## config.mk

```make
export PLATFORM = sky130hd
export DESIGN_NAME = prover_adder_tree_feeder_flat
export DESIGN_NICKNAME = d
export VERILOG_FILES = /design/src/rtl/prover_adder_tree_feeder_if.sv /design/src/rtl/prover_adder_tree_feeder.sv /design/src/flat_wrapper.sv
export SDC_FILE = /design/constraint.sdc
export NUM_CORES = 1
export LEC_CHECK = 0
export ABC_AREA = 1
export CORE_AREA = 3 3 238 240
export CTS_CLUSTER_SIZE = 10
export DETAILED_ROUTE_END_ITERATION = 10
export DIE_AREA = 0 0 241 243
export PLACE_DENSITY = 0.36
export SLEW_MARGIN = 20
export SYNTH_ARGS = -nofsm -noshare
export SYNTH_HDL_FRONTEND = slang
export SYNTH_SLANG_ARGS = --single-unit
export TNS_END_PERCENT = 30
```

## constraint.sdc

```tcl
create_clock -name clk -period 4.36 [get_ports clk]
set_clock_uncertainty 0.2 [all_clocks]
set_input_delay 0.436 -clock clk [delete_from_list [all_inputs] [get_ports clk]]
set_output_delay 0.436 -clock clk [all_outputs]
set_load 0.05 [all_outputs]
```

## src/rtl/prover_adder_tree_feeder_if.sv

```systemverilog
// Bundle between the adder-tree feeder and its job source, tree and
// result consumer; slave is the feeder's view, master the environment's.
interface prover_adder_tree_feeder_if #(
  parameter int F_NBITS = 32,
  parameter int ngates  = 8,
  parameter int ntagb   = 8
);
  logic                        start;
  logic [ntagb-1:0]            nsums;
  logic                        src_valid;
  logic                        src_ready;
  logic [F_NBITS*ngates-1:0]   src_data;
  logic                        tree_en;
  logic [F_NBITS*ngates-1:0]   tree_in;
  logic [ntagb-1:0]            tree_in_tag;
  logic                        tree_in_ready;
  logic                        tree_in_ready_pulse;
  logic                        tree_out_ready_pulse;
  logic [F_NBITS-1:0]          tree_out;
  logic [ntagb-1:0]            tree_out_tag;
  logic                        res_valid;
  logic [F_NBITS-1:0]          res_data;
  logic [ntagb-1:0]            res_tag;
  logic                        busy;
  logic                        done_pulse;
  logic                        tag_err;

  modport slave (
    input  start,
    input  nsums,
    input  src_valid,
    output src_ready,
    input  src_data,
    output tree_en,
    output tree_in,
    output tree_in_tag,
    input  tree_in_ready,
    input  tree_in_ready_pulse,
    input  tree_out_ready_pulse,
    input  tree_out,
    input  tree_out_tag,
    output res_valid,
    output res_data,
    output res_tag,
    output busy,
    output done_pulse,
    output tag_err
  );

  modport master (
    output start,
    output nsums,
    output src_valid,
    input  src_ready,
    output src_data,
    input  tree_en,
    input  tree_in,
    input  tree_in_tag,
    output tree_in_ready,
    output tree_in_ready_pulse,
    output tree_out_ready_pulse,
    output tree_out,
    output tree_out_tag,
    input  res_valid,
    input  res_data,
    input  res_tag,
    input  busy,
    input  done_pulse,
    input  tag_err
  );
endinterface

```

## src/rtl/prover_adder_tree_feeder.sv

```systemverilog
// Issue sequencer and result collector for the pipelined prover adder tree.
// Optional tag-order checker enabled by PROVER_ADDER_FEEDER_TAGCHK_EN.
module prover_adder_tree_feeder #(
  parameter int F_NBITS = 32,
  parameter int ngates  = 8,
  parameter int ntagb   = 8
) (
  input  logic                      clk,
  input  logic                      rstb,
  prover_adder_tree_feeder_if.slave bus
);

  typedef enum logic [1:0] {
    S_IDLE,
    S_ISSUE,
    S_WAIT
  } state_e;

  state_e state_q;
  state_e state_d;

  logic [ntagb-1:0]   nsums_q;
  logic [ntagb-1:0]   nsums_d;
  logic [ntagb-1:0]   issue_cnt_q;
  logic [ntagb-1:0]   issue_cnt_d;
  logic [ntagb-1:0]   coll_cnt_q;
  logic [ntagb-1:0]   coll_cnt_d;
  logic               busy_q;
  logic               busy_d;
  logic               done_q;
  logic               done_d;
  logic               res_valid_q;
  logic               res_valid_d;
  logic [F_NBITS-1:0] res_data_q;
  logic [F_NBITS-1:0] res_data_d;
  logic [ntagb-1:0]   res_tag_q;
  logic [ntagb-1:0]   res_tag_d;

  logic [F_NBITS*ngates-1:0] vec_w;

  logic start_acc;
  logic start_zero;
  logic src_ready_c;
  logic tree_en_c;
  logic xfer;
  logic last_issue;
  logic cap;
  logic last_cap;

  // Only an idle feeder takes a job; busy covers the collect-only tail.
  assign start_acc  = bus.start & ~busy_q & (state_q == S_IDLE);
  assign start_zero = start_acc & (bus.nsums == '0);

  assign xfer       = bus.src_valid & src_ready_c;
  assign last_issue = (issue_cnt_q + ntagb'(1)) == nsums_q;

  assign cap        = bus.tree_out_ready_pulse & busy_q;
  assign last_cap   = cap & ((coll_cnt_q + ntagb'(1)) == nsums_q);

  always_ff @(posedge clk or negedge rstb) begin
    if (!rstb) begin
      state_q <= S_IDLE;
    end else begin
      state_q <= state_d;
    end
  end

  // Pacing pulses only count in WAIT, never in the transfer cycle.
  always_comb begin
    state_d = state_q;
    unique case (state_q)
      S_IDLE: begin
        if (start_acc && !start_zero) begin
          state_d = S_ISSUE;
        end
      end
      S_ISSUE: begin
        if (xfer) begin
          state_d = last_issue ? S_IDLE : S_WAIT;
        end
      end
      S_WAIT: begin
        if (bus.tree_in_ready_pulse) begin
          state_d = S_ISSUE;
        end
      end
      default: state_d = S_IDLE;
    endcase
  end

  always_comb begin
    src_ready_c = 1'b0;
    tree_en_c   = 1'b0;
    unique case (1'b1)
      (state_q == S_ISSUE): begin
        src_ready_c = bus.tree_in_ready;
        tree_en_c   = bus.src_valid & bus.tree_in_ready;
      end
      default: begin
        src_ready_c = 1'b0;
        tree_en_c   = 1'b0;
      end
    endcase
  end

  always_comb begin
    nsums_d     = nsums_q;
    issue_cnt_d = issue_cnt_q;
    coll_cnt_d  = coll_cnt_q;
    busy_d      = busy_q;
    done_d      = 1'b0;
    res_valid_d = cap;
    res_data_d  = res_data_q;
    res_tag_d   = res_tag_q;

    if (start_acc) begin
      nsums_d     = bus.nsums;
      issue_cnt_d = '0;
      coll_cnt_d  = '0;
      busy_d      = ~start_zero;
      done_d      = start_zero;
    end else begin
      if (xfer) begin
        issue_cnt_d = issue_cnt_q + ntagb'(1);
      end
      if (cap) begin
        coll_cnt_d = coll_cnt_q + ntagb'(1);
        res_data_d = bus.tree_out;
        res_tag_d  = bus.tree_out_tag;
      end
      if (last_cap) begin
        busy_d = 1'b0;
        done_d = 1'b1;
      end
    end
  end

  always_ff @(posedge clk or negedge rstb) begin
    if (!rstb) begin
      nsums_q     <= '0;
      issue_cnt_q <= '0;
      coll_cnt_q  <= '0;
      busy_q      <= 1'b0;
      done_q      <= 1'b0;
      res_valid_q <= 1'b0;
      res_data_q  <= '0;
      res_tag_q   <= '0;
    end else begin
      nsums_q     <= nsums_d;
      issue_cnt_q <= issue_cnt_d;
      coll_cnt_q  <= coll_cnt_d;
      busy_q      <= busy_d;
      done_q      <= done_d;
      res_valid_q <= res_valid_d;
      res_data_q  <= res_data_d;
      res_tag_q   <= res_tag_d;
    end
  end

`ifdef PROVER_ADDER_FEEDER_TAGCHK_EN
  logic tag_err_q;
  logic tag_err_d;

  // Sticky until the next accepted job; results pass through regardless.
  always_comb begin
    tag_err_d = tag_err_q;
    if (start_acc) begin
      tag_err_d = 1'b0;
    end else if (cap && (bus.tree_out_tag != coll_cnt_q)) begin
      tag_err_d = 1'b1;
    end
  end

  always_ff @(posedge clk or negedge rstb) begin
    if (!rstb) begin
      tag_err_q <= 1'b0;
    end else begin
      tag_err_q <= tag_err_d;
    end
  end

  assign bus.tag_err = tag_err_q;
`else
  assign bus.tag_err = 1'b0;
`endif

  assign vec_w           = bus.src_data;
  assign bus.tree_in     = vec_w;
  assign bus.tree_in_tag = issue_cnt_q;
  assign bus.tree_en     = tree_en_c;
  assign bus.src_ready   = src_ready_c;
  assign bus.res_valid   = res_valid_q;
  assign bus.res_data    = res_data_q;
  assign bus.res_tag     = res_tag_q;
  assign bus.busy        = busy_q;
  assign bus.done_pulse  = done_q;

endmodule
```

## src/flat_wrapper.sv

```systemverilog
// flat-port wrapper written by rule: the top's interface ports become plain ports
module prover_adder_tree_feeder_flat 
#(
  parameter int F_NBITS = 32,
  parameter int ngates  = 8,
  parameter int ntagb   = 8
)
  (clk, rstb, bus_start, bus_nsums, bus_src_valid, bus_src_ready, bus_src_data, bus_tree_en, bus_tree_in, bus_tree_in_tag, bus_tree_in_ready, bus_tree_in_ready_pulse, bus_tree_out_ready_pulse, bus_tree_out, bus_tree_out_tag, bus_res_valid, bus_res_data, bus_res_tag, bus_busy, bus_done_pulse, bus_tag_err);
  prover_adder_tree_feeder_if #(.F_NBITS(F_NBITS), .ngates(ngates), .ntagb(ntagb)) bus_i ();
  input  logic clk;
  input  logic rstb;
  input wire logic [$bits(bus_i.start)-1:0] bus_start;
  input wire logic [$bits(bus_i.nsums)-1:0] bus_nsums;
  input wire logic [$bits(bus_i.src_valid)-1:0] bus_src_valid;
  output wire logic [$bits(bus_i.src_ready)-1:0] bus_src_ready;
  input wire logic [$bits(bus_i.src_data)-1:0] bus_src_data;
  output wire logic [$bits(bus_i.tree_en)-1:0] bus_tree_en;
  output wire logic [$bits(bus_i.tree_in)-1:0] bus_tree_in;
  output wire logic [$bits(bus_i.tree_in_tag)-1:0] bus_tree_in_tag;
  input wire logic [$bits(bus_i.tree_in_ready)-1:0] bus_tree_in_ready;
  input wire logic [$bits(bus_i.tree_in_ready_pulse)-1:0] bus_tree_in_ready_pulse;
  input wire logic [$bits(bus_i.tree_out_ready_pulse)-1:0] bus_tree_out_ready_pulse;
  input wire logic [$bits(bus_i.tree_out)-1:0] bus_tree_out;
  input wire logic [$bits(bus_i.tree_out_tag)-1:0] bus_tree_out_tag;
  output wire logic [$bits(bus_i.res_valid)-1:0] bus_res_valid;
  output wire logic [$bits(bus_i.res_data)-1:0] bus_res_data;
  output wire logic [$bits(bus_i.res_tag)-1:0] bus_res_tag;
  output wire logic [$bits(bus_i.busy)-1:0] bus_busy;
  output wire logic [$bits(bus_i.done_pulse)-1:0] bus_done_pulse;
  output wire logic [$bits(bus_i.tag_err)-1:0] bus_tag_err;
  assign bus_i.start = bus_start;
  assign bus_i.nsums = bus_nsums;
  assign bus_i.src_valid = bus_src_valid;
  assign bus_src_ready = bus_i.src_ready;
  assign bus_i.src_data = bus_src_data;
  assign bus_tree_en = bus_i.tree_en;
  assign bus_tree_in = bus_i.tree_in;
  assign bus_tree_in_tag = bus_i.tree_in_tag;
  assign bus_i.tree_in_ready = bus_tree_in_ready;
  assign bus_i.tree_in_ready_pulse = bus_tree_in_ready_pulse;
  assign bus_i.tree_out_ready_pulse = bus_tree_out_ready_pulse;
  assign bus_i.tree_out = bus_tree_out;
  assign bus_i.tree_out_tag = bus_tree_out_tag;
  assign bus_res_valid = bus_i.res_valid;
  assign bus_res_data = bus_i.res_data;
  assign bus_res_tag = bus_i.res_tag;
  assign bus_busy = bus_i.busy;
  assign bus_done_pulse = bus_i.done_pulse;
  assign bus_tag_err = bus_i.tag_err;
  prover_adder_tree_feeder #(.F_NBITS(F_NBITS), .ngates(ngates), .ntagb(ntagb)) u_core (.clk(clk), .rstb(rstb), .bus(bus_i));
endmodule
```

## After elaboration in Yosys (flattened, before gate mapping)

Cells that the tools add are included.

| storage, ports and cells | value |
|---|---|
| logic and storage cells | 52 |
| output and inout bits | 310 |
| bits of input ports | 311 |
| register bits after elaboration | 69 |

| cells by class | value |
|---|---|
| add/sub/neg operators | 2 |
| reduce and logical (&&, ||, !) cells | 9 |
| eq/ne operators | 7 |
| multiplexer cells | 15 |
| bitwise operators | 10 |

Operator list:

| kind | number |
|---|---|
| $mux W8 | 4 |
| $add A8 B1 Y8 const B | 2 |
| $eq A8 B8 Y1 | 2 |
| $logic_not A8 Y1 | 1 |
| $mux W2 | 4 |
| $and A1 B1 Y1 | 7 |
| $mux W1 | 6 |
| $pmux W2 S3 | 1 |
| $reduce_bool A2 Y1 | 3 |
| $ne A2 B2 Y1 const B | 2 |
| $not A1 Y1 | 3 |
| $reduce_and A3 Y1 | 1 |
| $eq A2 B1 Y1 const B | 1 |
| $eq A2 B2 Y1 const B | 1 |
| $logic_not A2 Y1 | 1 |
| $ne A2 B1 Y1 const B | 1 |
| $reduce_and A2 Y1 | 1 |
| $logic_and A1 B1 Y1 | 1 |
| $logic_not A1 Y1 | 1 |

## Logic depth before layout (Yosys ltp)

Gate-level depths: netlist of run 1.

| logic depth | value |
|---|---|
| depth after elaboration | 8 |
| depth in mapped cells | 12 |
| mapped depth without buffers | 12 |

## Least setup slack after synthesis of run 1

OpenSTA, ideal clock, no wires.

| timing path | value |
|---|---|
| path type | reg2out |
| from | register u_core.state_q[1] |
| to | output bus_tree_en |
| path slack | 2,316 ps |
| arrival | 1,408 ps |
| buffers on the path | 0 |
| data required time | 3,724 ps |
| cell stages (with the launch flop) | 5 |
| cells stage by stage | dfrtp_1 > nor2_1 > and2_1 > nand2_2 > inv_2 |

| on the way | value |
|---|---|
| word-level cells in the longest chain between the ends | 2 |

RTL lines:

| element | RTL line | source |
|---|---|---|
| start: declaration | prover_adder_tree_feeder.sv:19 | `state_e state_q;` |
| start signal: assignment | prover_adder_tree_feeder.sv:64 | `state_q <= state_d;` |
| $eq A2 B1 Y1 | prover_adder_tree_feeder.sv:95 | `(state_q == S_ISSUE): begin` |
| $mux W1 | prover_adder_tree_feeder.sv:94 | `unique case (1'b1)` |
| end: declaration | flat_wrapper.sv:17 | `output wire logic [$bits(bus_i.tree_en)-1:0] bus_tree_en;` |

No other way between the ends.

## Final worst setup path of run 1

| timing path | value |
|---|---|
| from | register u_core.state_q[0] |
| to | output bus_tree_en |

Same word-level chain as after synthesis.

==> results of run 1 <==
state kept, by name (all words and copies together), names as in the netlist:
signal,cells
u_core.bus.tree_in_tag,8
u_core.bus.res_valid,1
u_core.bus.res_tag,8
u_core.coll_cnt_q,8
u_core.bus.busy,1
u_core.bus.done_pulse,1
u_core.bus.res_data,32
u_core.nsums_q,8
u_core.state_q,2
worst max path at each step:
stage	end	slack (ns)
after floorplan	bus_tree_en	2.32
after global placement	bus_tree_en	1.36
after detailed placement	bus_tree_en	1.31
after CTS	bus_tree_en	1.22
after global routing	bus_tree_en	1.12
final	bus_tree_en	1.38
worst max-delay path, stage by stage, from the launching register on:
cell             delay, ns
dfrtp_1               0.37
inv_1                 0.06
nor2_1                0.12
and2_1                0.20
nand2_2               0.15
inv_2                 0.12
clkdlybuf4s50_1       0.94
power by group through the flow:
| stage | clock [mW] | sequential (mW) | combinational, mW |
|---|---|---|---|
| after floorplan | 0 | 1.64 | 1.19 |
| after detailed placement | 0 | 1.11 | 1.74 |
| final | 0.852 | 1.10 | 1.71 |
| after CTS | 0.904 | 1.11 | 1.74 |
| after global placement | 0 | 1.11 | 1.75 |
| after global routing | 0.924 | 1.14 | 1.86 |
per-layer routing:
layer	global-route usage [%]	share of wire (%)	vias to the layer above
li1	-	-	1513
met3	4.97	16	139
met5	0	0.12	-
met2	8.53	41	314
met1	6.22	34	1464
met4	6.06	8.3	4
Yosys cell counts, drive strengths merged:
library cell | instances | area share, %
nand2 | 199 | 15
buf | 261 | 38
o22ai | 11 | 1.3
clkbuf | 7 | 0.51
dfrtp | 69 | 34
nor2 | 23 | 2.0
nand3b | 1 | 0.15
a21oi | 4 | 0.39
nand3 | 28 | 2.8
xnor2 | 2 | 0.34
xor2 | 1 | 0.17
ha | 2 | 0.49
inv | 39 | 2.9
and2 | 1 | 0.12
o21ai | 17 | 1.7
conb | 1 | 0.073
o21bai | 1 | 0.15
nand4 | 3 | 0.37
kinds of logic (layout without fill, tap and decap cells):
kind of cell             count (synthesis)  after routing
adder cells (fa/ha/maj)                  2              2
AO/OA/AOI/OAI                           33             33
flip-flops                              69             69
other                                    1              1
XOR/XNOR                                 3              3
AND/OR/NAND/NOR                        255            255
buffers and inverters                  307            167
timing repair:
| item | CTS | global route |
|---|---|---|
| hold buffers | 1 | 0 |
| endpoints found under the setup margin | 0 | 0 |
| endpoints found under the hold margin | 42 | 0 |
per-stage QoR:
step           std cells  util [%]
2_1_floorplan        670         -
3_3_place_gp        1217      9.35
3_5_place_dp        1217      9.35
4_1_cts             1234      9.97
5_1_grt             1234      9.97
6_report            1234      9.97
area by class of cell:
class	count	area share, %
clock buffer	11	4.62
clock inverter	5	1.49
inverter	39	2.67
multi-input combinational	294	23.3
sequential	69	31.5
tap	704	16.1
timing repair buffer	112	20.3
==> flow_summary_export.csv, run 1 <==
group,metric,value,unit
worst_setup_path,end_kind,"output port",
timing,fmax,336,MHz
worst_setup_path,path_class,"flop to output port",
job,drv_cap,0,
power_and_ir_drop,p_clk_share,23.2,%
global_route,grt_max_degree,49,
timing,finalCriticalPeriod,2.98,ns
layout,drive_gt1_share,6.60,%
worst_setup_path,cp.required,3.72,ns
placement,placed_cell_area,0.00513,mm2
clocking,cts.path.max_buffers,2,
detailed_routing,wirelength,19100,um
floorplan,rows,86,
logic_synthesis,synth_nets,983,
detailed_routing,wl_per_cell,15.5,um
power_and_ir_drop,max-vdd-ir-drop,0.000300,V
layout,fillCellCount,6451,
worst_setup_path,critPathArrivalTime,2.34,ns
min_path,hold_path.class,"flop to flop",
timing,holdWs,0.274,ns
worst_setup_path,startpoint,"u_core.state_q[0]",
detailed_routing,postRouteAntennaNets,0,
clocking,clk_pin_slew,0.07,ns
layout,fin_area,0.00547,mm2
logic_synthesis,netlist_area,0.00512,mm2
detailed_routing,drt-vias-per-instance,2.78,
timing,final.period_utilization,68.2,%
placement,port_buffers,107,
clocking,post_cts_resized,0,
detailed_routing,drc,0,
placement,place_congestion,0.697,
timing,setup_violations,0,
global_route,grt_antenna_before_repair,2,
clocking,cts_sinks,69,
floorplan,die-area,0.0586,mm2
clocking,clock_latency,0.36,ns
timing,hold_viol,0,
logic_synthesis,synthCells,670,
layout,syn2layout_area_growth,6.84,%
min_path,hold_end,"u_core.state_q[0]",
timing,setup_tns,0,ns
timing,drv_slew,0,
timing,relSlewSlack,53.7,%
power_and_ir_drop,p_total,3.67,mW
global_route,grt_pass1_wl,26000,um
placement,hpwl,15000,um
floorplan,start_util,9.34,%
worst_setup_path,worst-path-max-fanout,9,
layout,most-common-layout-cells,"193 x nand2_1, 106 x clkdlybuf4s50_1, 69 x dfrtp_1",
detailed_routing,via_count,3434,
logic_synthesis,synth-xor-area-share,0.513,%
detailed_routing,firstDrtPassIters,4,
worst_setup_path,start_kind,"flop",
power_and_ir_drop,p_leak,2.32,nW
placement,dp_slack,1.31,ns
floorplan,ioPinCount,621,
logic_synthesis,yosys.area_share.simple,20.3,%
timing,final.setup.worst_slack,1.38,ns
floorplan,die_h,243,um
worst_setup_path,r2r_start,"u_core.bus.tree_in_tag[0]",
clocking,ctsRootBufferMaster,"clkbuf_16",
timing,worst_pin_slew,0.692,ns
logic_synthesis,synthMuxAreaShare,0,%
detailed_routing,drtIter0Drc,155,
logic_synthesis,synth-compound-area-share,3.54,%
floorplan,core-area,0.0549,mm2
layout,multiInputGateArea,0.00128,mm2
logic_synthesis,synth_top_family_by_area,"buffers and inverters",
layout,seq_area,0.00173,mm2
power_and_ir_drop,pwr-share-seq,30.1,%
logic_synthesis,seq_area_frac_synth,33.7,%
power_and_ir_drop,power_frac_comb,46.7,%
global_route,gr-total-overflow,0,
logic_synthesis,synth_seq_cells,69,
clocking,cts_tree,"done",
logic_synthesis,avgSynthCellArea,7.65,um2
global_route,grt_pass1_vias,3526,
layout,layout_commonest_cell,"nand2_1",
power_and_ir_drop,p_switching,1.70,mW
clocking,cts_setup_buffers,0,
clocking,htreeDepth,3,
logic_synthesis,synth_fa_ha_area_share,0.488,%
global_route,grt.total_usage,6.41,%
worst_setup_path,r2r-end,"u_core.state_q[1]",
layout,nets,838,
worst_setup_path,r2r_cells,10,
min_path,hold_depth,1,
logic_synthesis,synth_cell_types,25,
clocking,numCtsBuffers,9,
logic_synthesis,yosysWarningCount,0,
layout,n_antenna_cell,0,
min_path,holdCritStartpoint,"u_core.state_q[0]",
power_and_ir_drop,internal_power,1.97,mW
timing,rsz0062_at_grt,"false",
status,status,"finished, final reports clean",
power_and_ir_drop,swShare,46.3,%
worst_setup_path,reg2reg_slack,2.30,ns
power_and_ir_drop,p_per_area,670,mW/mm2
floorplan,die_w,241,um
No activity file was read; power rests on OpenSTA's default activity.
==> inputs of run 2 (changes only) <==
--- a/config.mk
+++ b/config.mk
@@ -6,10 +6,10 @@
 export NUM_CORES = 1
 export LEC_CHECK = 0
 export ABC_AREA = 1
-export CORE_AREA = 3 3 238 240
+export CORE_AREA = 3 3 239 241
 export CTS_CLUSTER_SIZE = 10
 export DETAILED_ROUTE_END_ITERATION = 10
-export DIE_AREA = 0 0 241 243
+export DIE_AREA = 0 0 242 244
 export PLACE_DENSITY = 0.36
 export SLEW_MARGIN = 20
 export SYNTH_ARGS = -nofsm -noshare
==> constraint.sdc (replaced) <==
create_clock -name clk -period 2.8 [get_ports clk]
set_clock_uncertainty 0.2 [all_clocks]
set_input_delay 0.28 -clock clk [delete_from_list [all_inputs] [get_ports clk]]
set_output_delay 0.28 -clock clk [all_outputs]
set_load 0.05 [all_outputs]
==> run 2 against run 1 <==
Combinational power grew 55%. Critical path depth down 2. Critical endpoint is now bus_src_ready. Largest cell class unchanged. Hold slack worse by 0.033 ns. Sequential cell count stayed put. Via count down 0.79%. Critical path type unchanged. First-iteration DRC count is 26% lower. Clock power grew 44%. Total power grew 52%. Die area rose by 0.83%.
==> flow_summary_export.csv, run 2 (synthesized netlist as in run 1, its figures left out) <==
group,metric,value,unit
status,status,"finished, final reports clean",
clocking,numCtsBuffers,9,
worst_setup_path,critPathMaxStageDelay,0.81,ns
timing,drv_slew,0,
detailed_routing,met3_wirelength,2840,um
min_path,hold_path.class,"input port to flop",
clocking,cts_tree,"done",
detailed_routing,wl_met1,5780,um
power_and_ir_drop,p_per_area,1010,mW/mm2
worst_setup_path,start_kind,"flop",
worst_setup_path,cp.required,2.32,ns
worst_setup_path,critPathArrivalTime,1.91,ns
detailed_routing,wl_per_cell,13.8,um
floorplan,rows,86,
detailed_routing,wl_met2,7400,um
power_and_ir_drop,p_leak,2.32,nW
clocking,cts.path.max_buffers,2,
detailed_routing,drtIter0Drc,114,
worst_setup_path,crit_family,"buffers and inverters",
floorplan,die_h,244,um
global_route,gr-total-overflow,0,
job,drv_cap,0,
worst_setup_path,end_kind,"output port",
timing,fmax,418,MHz
worst_setup_path,path_cells,"inv_1, nor2_1, and2_1, clkdlybuf4s50_1",
timing,hold_viol,0,
floorplan,start_util,9.30,%
worst_setup_path,worst-path-max-fanout,3,
layout,syn2layout_area_growth,7.69,%
placement,place_congestion,0.687,
worst_setup_path,critPathSlowestCell,"clkdlybuf4s50_1",
detailed_routing,top_layer,"met5",
placement,port_buffers,107,
clocking,ctsRootBufferMaster,"clkbuf_16",
layout,nets,840,
timing,setup_tns,0,ns
global_route,grt_antenna_before_repair,1,
global_route,grt_pass1_wl,25600,um
detailed_routing,firstDrtPassIters,4,
placement,hpwl,13800,um
floorplan,ioPinCount,621,
layout,most-common-layout-cells,"193 x nand2_1, 105 x clkdlybuf4s50_1, 69 x dfrtp_1",
timing,setup_violations,0,
detailed_routing,drc,0,
timing,worst_pin_slew,0.663,ns
layout,largest_register_ffs,32,
global_route,grt_pass1_vias,3665,
timing,holdWs,0.241,ns
timing,finalCriticalPeriod,2.39,ns
clocking,cts_sinks,69,
layout,drive_gt1_share,7.14,%
detailed_routing,drt-vias-per-instance,2.66,
global_route,grt_max_degree,44,
power_and_ir_drop,max-vdd-ir-drop,0.000436,V
detailed_routing,wirelength,17700,um
timing,rsz0062_at_grt,"false",
timing,relSlewSlack,55.8,%
global_route,grt.total_usage,6.03,%
clocking,clk_pin_slew,0.07,ns
clocking,htreeDepth,3,
floorplan,die_w,242,um
timing,final.period_utilization,85.5,%
detailed_routing,via_count,3407,
worst_setup_path,crit_buf_inv,2,
clocking,clock_latency,0.37,ns
floorplan,die-area,0.0590,mm2
placement,placed_cell_area,0.00520,mm2
floorplan,core-area,0.0551,mm2
layout,layout_commonest_cell,"nand2_1",
layout,fin_area,0.00552,mm2
worst_setup_path,path_class,"flop to output port",
detailed_routing,postRouteAntennaNets,0,
## run 2: where the power goes
group | internal, mW | switching (mW) | leakage (nW)
logic | 0.877 | 1.77 | 1.31
clock network | 0.703 | 0.527 | 0.145
registers | 1.36 | 0.344 | 0.861
total | 2.94 | 2.64 | 2.32
## run 2: per-stage QoR
stage	cells	setup slack (ns)	total power [mW]	util (%)
2_1_floorplan	670	0.759	4.40	-
3_3_place_gp	1263	0.610	4.42	9.43
3_5_place_dp	1263	0.628	4.42	9.43
4_1_cts	1280	0.336	5.73	10.0
5_1_grt	1280	0.279	6.03	10.0
6_report	1281	0.405	5.59	10.0
## run 2: worst min-delay path, stage by stage
cell and delay [ns]:
clkdlybuf4s50_1 0.39, nand2_1 0.06, nand2_1 0.04
## run 2: worst paths after layout
path	end	from	slack, ns	depth (start not counted)
min	u_core.bus.res_data[21]	bus_tree_out[21]	0.24	3
max in group asynchronous	u_core.bus.res_tag[1]	rstb	1.48	3
min in group asynchronous	u_core.bus.res_data[17]	rstb	0.26	2
max	bus_src_ready	u_core.state_q[0]	0.41	4
min reg2reg	u_core.state_q[0]	u_core.state_q[0]	0.27	1
max reg2reg	u_core.state_q[1]	u_core.bus.tree_in_tag[0]	0.83	10
## run 2: layout make-up
type,count,area (um2)
Multi-Input combinational cell,294,1280
Clock inverter,7,82.6
Timing Repair Buffer,114,1120
Clock buffer,9,225
Tap cell,748,936
Antenna cell,1,2.50
Fill cell,6523,49600
Sequential cell,69,1730
Inverter,39,146
## run 2: routing by layer
metal | vias up | GRT usage [%]
li1 | 1512 | -
met1 | 1463 | 5.50
met2 | 301 | 8.24
met3 | 127 | 4.96
met4 | 4 | 5.71
met5 | - | 0.490
## run 2: repair_timing
action	4_1_cts	5_1_grt
hold buffers	1	0
endpoints found under the hold margin	40	0
setup buffers	0	0
resized for setup	0	0
==> RTL change 1, RTL diff (flow settings as in run 2) <==
`F_NBITS` is set to 32 in 3 places; all go to 24.
--- a/src/rtl/prover_adder_tree_feeder_if.sv
+++ b/src/rtl/prover_adder_tree_feeder_if.sv
@@ -1,7 +1,7 @@
 // Bundle between the adder-tree feeder and its job source, tree and
 // result consumer; slave is the feeder's view, master the environment's.
 interface prover_adder_tree_feeder_if #(
-  parameter int F_NBITS = 32,
+  parameter int F_NBITS = 24,
   parameter int ngates  = 8,
   parameter int ntagb   = 8
 );
--- a/src/rtl/prover_adder_tree_feeder.sv
+++ b/src/rtl/prover_adder_tree_feeder.sv
@@ -1,7 +1,7 @@
 // Issue sequencer and result collector for the pipelined prover adder tree.
 // Optional tag-order checker enabled by PROVER_ADDER_FEEDER_TAGCHK_EN.
 module prover_adder_tree_feeder #(
-  parameter int F_NBITS = 32,
+  parameter int F_NBITS = 24,
   parameter int ngates  = 8,
   parameter int ntagb   = 8
 ) (
--- a/src/flat_wrapper.sv
+++ b/src/flat_wrapper.sv
@@ -1,7 +1,7 @@
 // flat-port wrapper written by rule: the top's interface ports become plain ports
 module prover_adder_tree_feeder_flat 
 #(
-  parameter int F_NBITS = 32,
+  parameter int F_NBITS = 24,
   parameter int ngates  = 8,
   parameter int ntagb   = 8
 )
Interface: changed (resized bus_res_data, bus_src_data, bus_tree_in and bus_tree_out); port bits go from 621 to 477. No check against the original RTL was run, so the function may have changed too.
==> RTL change 1 against run 2 <==
  * Wire length fell by 21%
  * Total power fell by 5.3%
  * Design area fell by 6.1%
  * Synthesized area fell by 13%
  * Sequential cell count fell by 8
  * Utilization fell by 0.61 points
  * Setup slack got worse by 0.017 ns
  * Combinational power fell by 4%
  * Register-to-register slack got worse by 0.06 ns
==> RTL change 1: results (changes against run 2) <==
- Worst Tran Pin Value: 0.6464 ns (was 0.6629 ns)
- WP data arrival: 1.93 ns (was 1.91 ns)
- Max reg flops: 24 (was 32)
- Final HPWL DP: 10890 um (was 13790 um)
- Critical path origin: u_core.state_q[1]$_DFFE_PN0P_ (was u_core.state_q[0]$_DFFE_PN0P_)
- Initial antenna violation count: 2 (was 1)
- Maximum VDD drop: 446.7 uV (was 436.3 uV)
- First-pass GRT wire length: 20420 um (was 25550 um)
- Placed instance area: 4867 um^2 (was 5197 um^2)
- Leakage Power: 2.117 nW (was 2.317 nW)
- Status: finished, final reports clean (unchanged)
- Synth Area in Compound Gates: 0.03363 (was 0.03541)
- Gpl congestion: 0.6870 (was 0.6871)
- Largest net degree at the start of global routing: 62 (was 44)
- Overall Global Routing Usage: 0.04683 (was 0.06029)
- Antenna Cells: 0 (was 1)
- Post-Synth Adder-Cell Area: 0.005605 (was 0.004884)
- Worst min path class: flop to flop (was input port to flop)
- Reg2reg setup slack: 0.77 ns (was 0.83 ns)
- # nets final: 733 (was 840)
- Fill cell count: 6513 (was 6523)
- Clock latency on the worst-skew pair: 0.34 ns (was 0.37 ns)
- Synth area leaders: dfrtp_1 (34%), buf_4 (32%), nand2_1 (15%) (was buf_4 (38%), dfrtp_1 (34%), nand2_1 (14%))
- Vias post-DR: 3084 (was 3407)
- Register area share after synthesis: 0.3419 (was 0.3370)
- Reg clk slew, reported paths: 0.05 ns (was 0.07 ns)
- Buffers added on ports: 91 (was 107)
- Commonest cells post-synth: buf_4 (193), nand2_1 (173), dfrtp_1 (61) (was buf_4 (257), nand2_1 (194), dfrtp_1 (69))
- Vias in the first global route: 3215 (was 3665)
==> RTL change 1: changes by cell type in the layout (fill, tap and decap cells not counted), moves of 3 or more <==
cell,run 2,this run
nand2_1,193,173
clkdlybuf4s50_1,105,89
dfrtp_1,69,61
buf_4,8,3
nand3_1,27,32
nand2_2,6,9
o22ai_1,11,8
==> RTL change 1: area by class of cell <==
type	count	area, um^2	share of cell area
timing repair buffer	96	968.4	0.1868
multi-input combinational	285	1300	0.2508
sequential	61	1526	0.2945
clock buffer	11	232.7	0.04489
tap	748	935.9	0.1805
clock inverter	4	73.82	0.01424
inverter	39	146.4	0.02824
==> RTL change 1: stage by stage <==
stage | hold slack [ns] | power (mW) | setup slack (ns) | std cells
after floorplan | -0.2156 | 3.925 | 0.7786 | 588
after global placement | 0.1308 | 4.162 | 0.5644 | 1228
after detailed placement | 0.1328 | 4.162 | 0.5258 | 1228
after CTS | 0.2488 | 5.418 | 0.3343 | 1244
after global routing | 0.2612 | 5.708 | 0.2340 | 1244
final | 0.2666 | 5.295 | 0.3879 | 1244
==> RTL change 1: layer usage <==
metal | up-vias | GRT usage | wire [um]
met5 | - | 0 | 0
li1 | 1435 | - | -
met3 | 75 | 0.03092 | 1884
met1 | 1361 | 0.05265 | 5725
met2 | 213 | 0.06438 | 5603
met4 | 0 | 0.03023 | 686
==> RTL change 1: critical path, cell delays in order (launching register included) <==
cell and delay, ns:
dfrtp_1 0.40, nor2_1 0.19, and2_1 0.19, clkdlybuf4s50_1 0.81
==> RTL change 1: power by group <==
| part | total (mW) | switching (mW) | internal (mW) | leakage (nW) |
|---|---|---|---|---|
| sequential | 1.55 | 0.344 | 1.20 | 0.765 |
| clock | 1.20 | 0.426 | 0.775 | 0.150 |
| combinational | 2.55 | 1.69 | 0.853 | 1.20 |
| total | 5.30 | 2.46 | 2.83 | 2.12 |
==> RTL change 1: timing repair <==
| action | 4_1_cts | 5_1_grt |
|---|---|---|
| hold buffers | 1 | 0 |
| buffers inserted | 0 | 0 |
| hold endpoints to repair | 61 | 0 |
==> RTL change 1: worst min-delay path by stage <==
stage / slack (ns) / endpoint / startpoint / depth (start not counted)
floorplan: -0.22 / u_core.bus.busy$_DFFE_PN0P_ / rstb / 0
global placement: 0.13 / u_core.bus.res_data[5]$_DFFE_PN0P_ / rstb / 2
detailed placement: 0.13 / u_core.bus.res_data[3]$_DFFE_PN0P_ / rstb / 2
CTS: 0.25 / u_core.bus.res_tag[4]$_DFFE_PN0P_ / bus_tree_out_tag[4] / 3
global route: 0.26 / u_core.bus.res_tag[4]$_DFFE_PN0P_ / bus_tree_out_tag[4] / 3
finish: 0.27 / u_core.state_q[0]$_DFFE_PN0P_ / u_core.state_q[0]$_DFFE_PN0P_ / 1
==> RTL change 2, RTL diff (settings of run 2) <==
Made on the original files. Take the reset off `nsums_q`, `res_data_q` and `res_tag_q` and load them in a clocked block of their own.
--- a/src/rtl/prover_adder_tree_feeder.sv
+++ b/src/rtl/prover_adder_tree_feeder.sv
@@ -137,24 +137,24 @@
 
   always_ff @(posedge clk or negedge rstb) begin
     if (!rstb) begin
-      nsums_q     <= '0;
       issue_cnt_q <= '0;
       coll_cnt_q  <= '0;
       busy_q      <= 1'b0;
       done_q      <= 1'b0;
       res_valid_q <= 1'b0;
-      res_data_q  <= '0;
-      res_tag_q   <= '0;
     end else begin
-      nsums_q     <= nsums_d;
       issue_cnt_q <= issue_cnt_d;
       coll_cnt_q  <= coll_cnt_d;
       busy_q      <= busy_d;
       done_q      <= done_d;
       res_valid_q <= res_valid_d;
-      res_data_q  <= res_data_d;
-      res_tag_q   <= res_tag_d;
     end
+  end
+
+  always_ff @(posedge clk) begin
+    nsums_q    <= nsums_d;
+    res_data_q <= res_data_d;
+    res_tag_q  <= res_tag_d;
   end
 
 `ifdef PROVER_ADDER_FEEDER_TAGCHK_EN
Check against the original RTL: differs if rstb is asserted again (counterexample within 4 cycles, from zero or initial values and one cycle with rstb low); with rstb held inactive, the same outputs for 4 cycles.
==> RTL change 2 against run 2 <==
  * Setup slack improved by 0.051 ns
  * Synthesized area decreased by 6.3%
  * Via count decreased by 20%
  * Cell count down 12%
  * Total power decreased by 25%
  * Critical endpoint unchanged
  * Sequential cell count did not move
  * Largest cell class unchanged
  * Wire length shrank 2.4%
  * Design area shrank 5.6%
==> RTL change 2: results (changes against run 2) <==
- Final wirelength: 17250 um (was 17680 um)
- FFs w/ async S/R, synth: 0.3043 (was 1.000)
- Antenna Cells: 0 (was 1)
- Final HPWL DP: 14010 um (was 13790 um)
- Seq power: 1.51 mW (was 1.71 mW)
- Cells after Synth: 513 (was 670)
- Register area share after synthesis: 0.4097 (was 0.3370)
- Reg2Reg Depth: 11 (was 10)
- Switch share: 0.3937 (was 0.4731)
- WP data arrival: 1.86 ns (was 1.91 ns)
- Fill cell count: 6448 (was 6523)
- Status: finished, final reports clean (unchanged)
- Dpl ws: 0.6582 ns (was 0.6275 ns)
- Leakage Power: 1.767 nW (was 2.317 nW)
- Largest power group: sequential cells (was combinational logic)
- Syn_nets: 826 (was 983)
- XOR/XNOR Fraction of Synth Area: 0.01590 (was 0.005128)
- Clk tree area frac: 0.05740 (was 0.05578)
- Seq. cell area: 1967 um^2 (was 1727 um^2)
- Clock latency on the worst-skew pair: 0.34 ns (was 0.37 ns)
- Vias post-DR: 2711 (was 3407)
- Overall Global Routing Usage: 0.05528 (was 0.06029)
- Non-clock inverters: 31 (was 39)
- Synth Area in Compound Gates: 0.02789 (was 0.03541)
- # nets final: 690 (was 840)
- Post-synth EDFFs: 48 (was 0)
- Switching power: 1.645 mW (was 2.644 mW)
- Synth area leaders: buf_4 (40%), edfxtp_1 (30%), dfrtp_1 (11%) (was buf_4 (38%), dfrtp_1 (34%), nand2_1 (14%))
- Worst min path class: input port to async pin (was input port to flop)
- Inst Count DP: 1114 (was 1263)
- Non-clk bufs: 110 (was 114)
- Multi-input logic area: 788.3 um^2 (was 1277 um^2)
- Post-Synth Adder-Cell Area: 0.005212 (was 0.004884)
- Gpl congestion: 0.6912 (was 0.6871)
- Headroom to the max-slew limit: 0.5781 (was 0.5581)
- Logic gate share of total power: 0.356 (was 0.474)
- Unique cell type count in the Yosys netlist: 26 (was 25)
- Initial DRC count: 168 (was 114)
- Maximum VDD drop: 274.0 uV (was 436.3 uV)
- NonClk Buf Share: 0.2118 (was 0.2032)
-- RTL change 2: routing by layer --
layer,track usage,part of all wire,vias up,wire length (um)
met3,0.04726,0.18,104,3155
met2,0.08892,0.48,328,8195
li1,-,-,1113,-
met1,0.04441,0.28,1162,4830
met5,0.01797,0.0090,-,156
met4,0.03430,0.053,4,913
-- RTL change 2: worst paths after layout --
kind	start	to	slack, ns
max in group asynchronous	rstb	u_core.coll_cnt_q[6]$_DFFE_PN0P_	2.05
min reg2reg	u_core.state_q[1]$_DFFE_PN0P_	u_core.state_q[1]$_DFFE_PN0P_	0.36
min in group clk	bus_tree_out[29]	u_core.bus.res_data[29]$_DFFE_PP_	0.29
min	rstb	u_core.bus.tree_in_tag[1]$_DFFE_PN0P_	0.11
max reg2reg	u_core.bus.tree_in_tag[0]$_DFFE_PN0P_	u_core.state_q[1]$_DFFE_PN0P_	0.87
max	u_core.state_q[0]$_DFFE_PN0P_	bus_src_ready	0.46
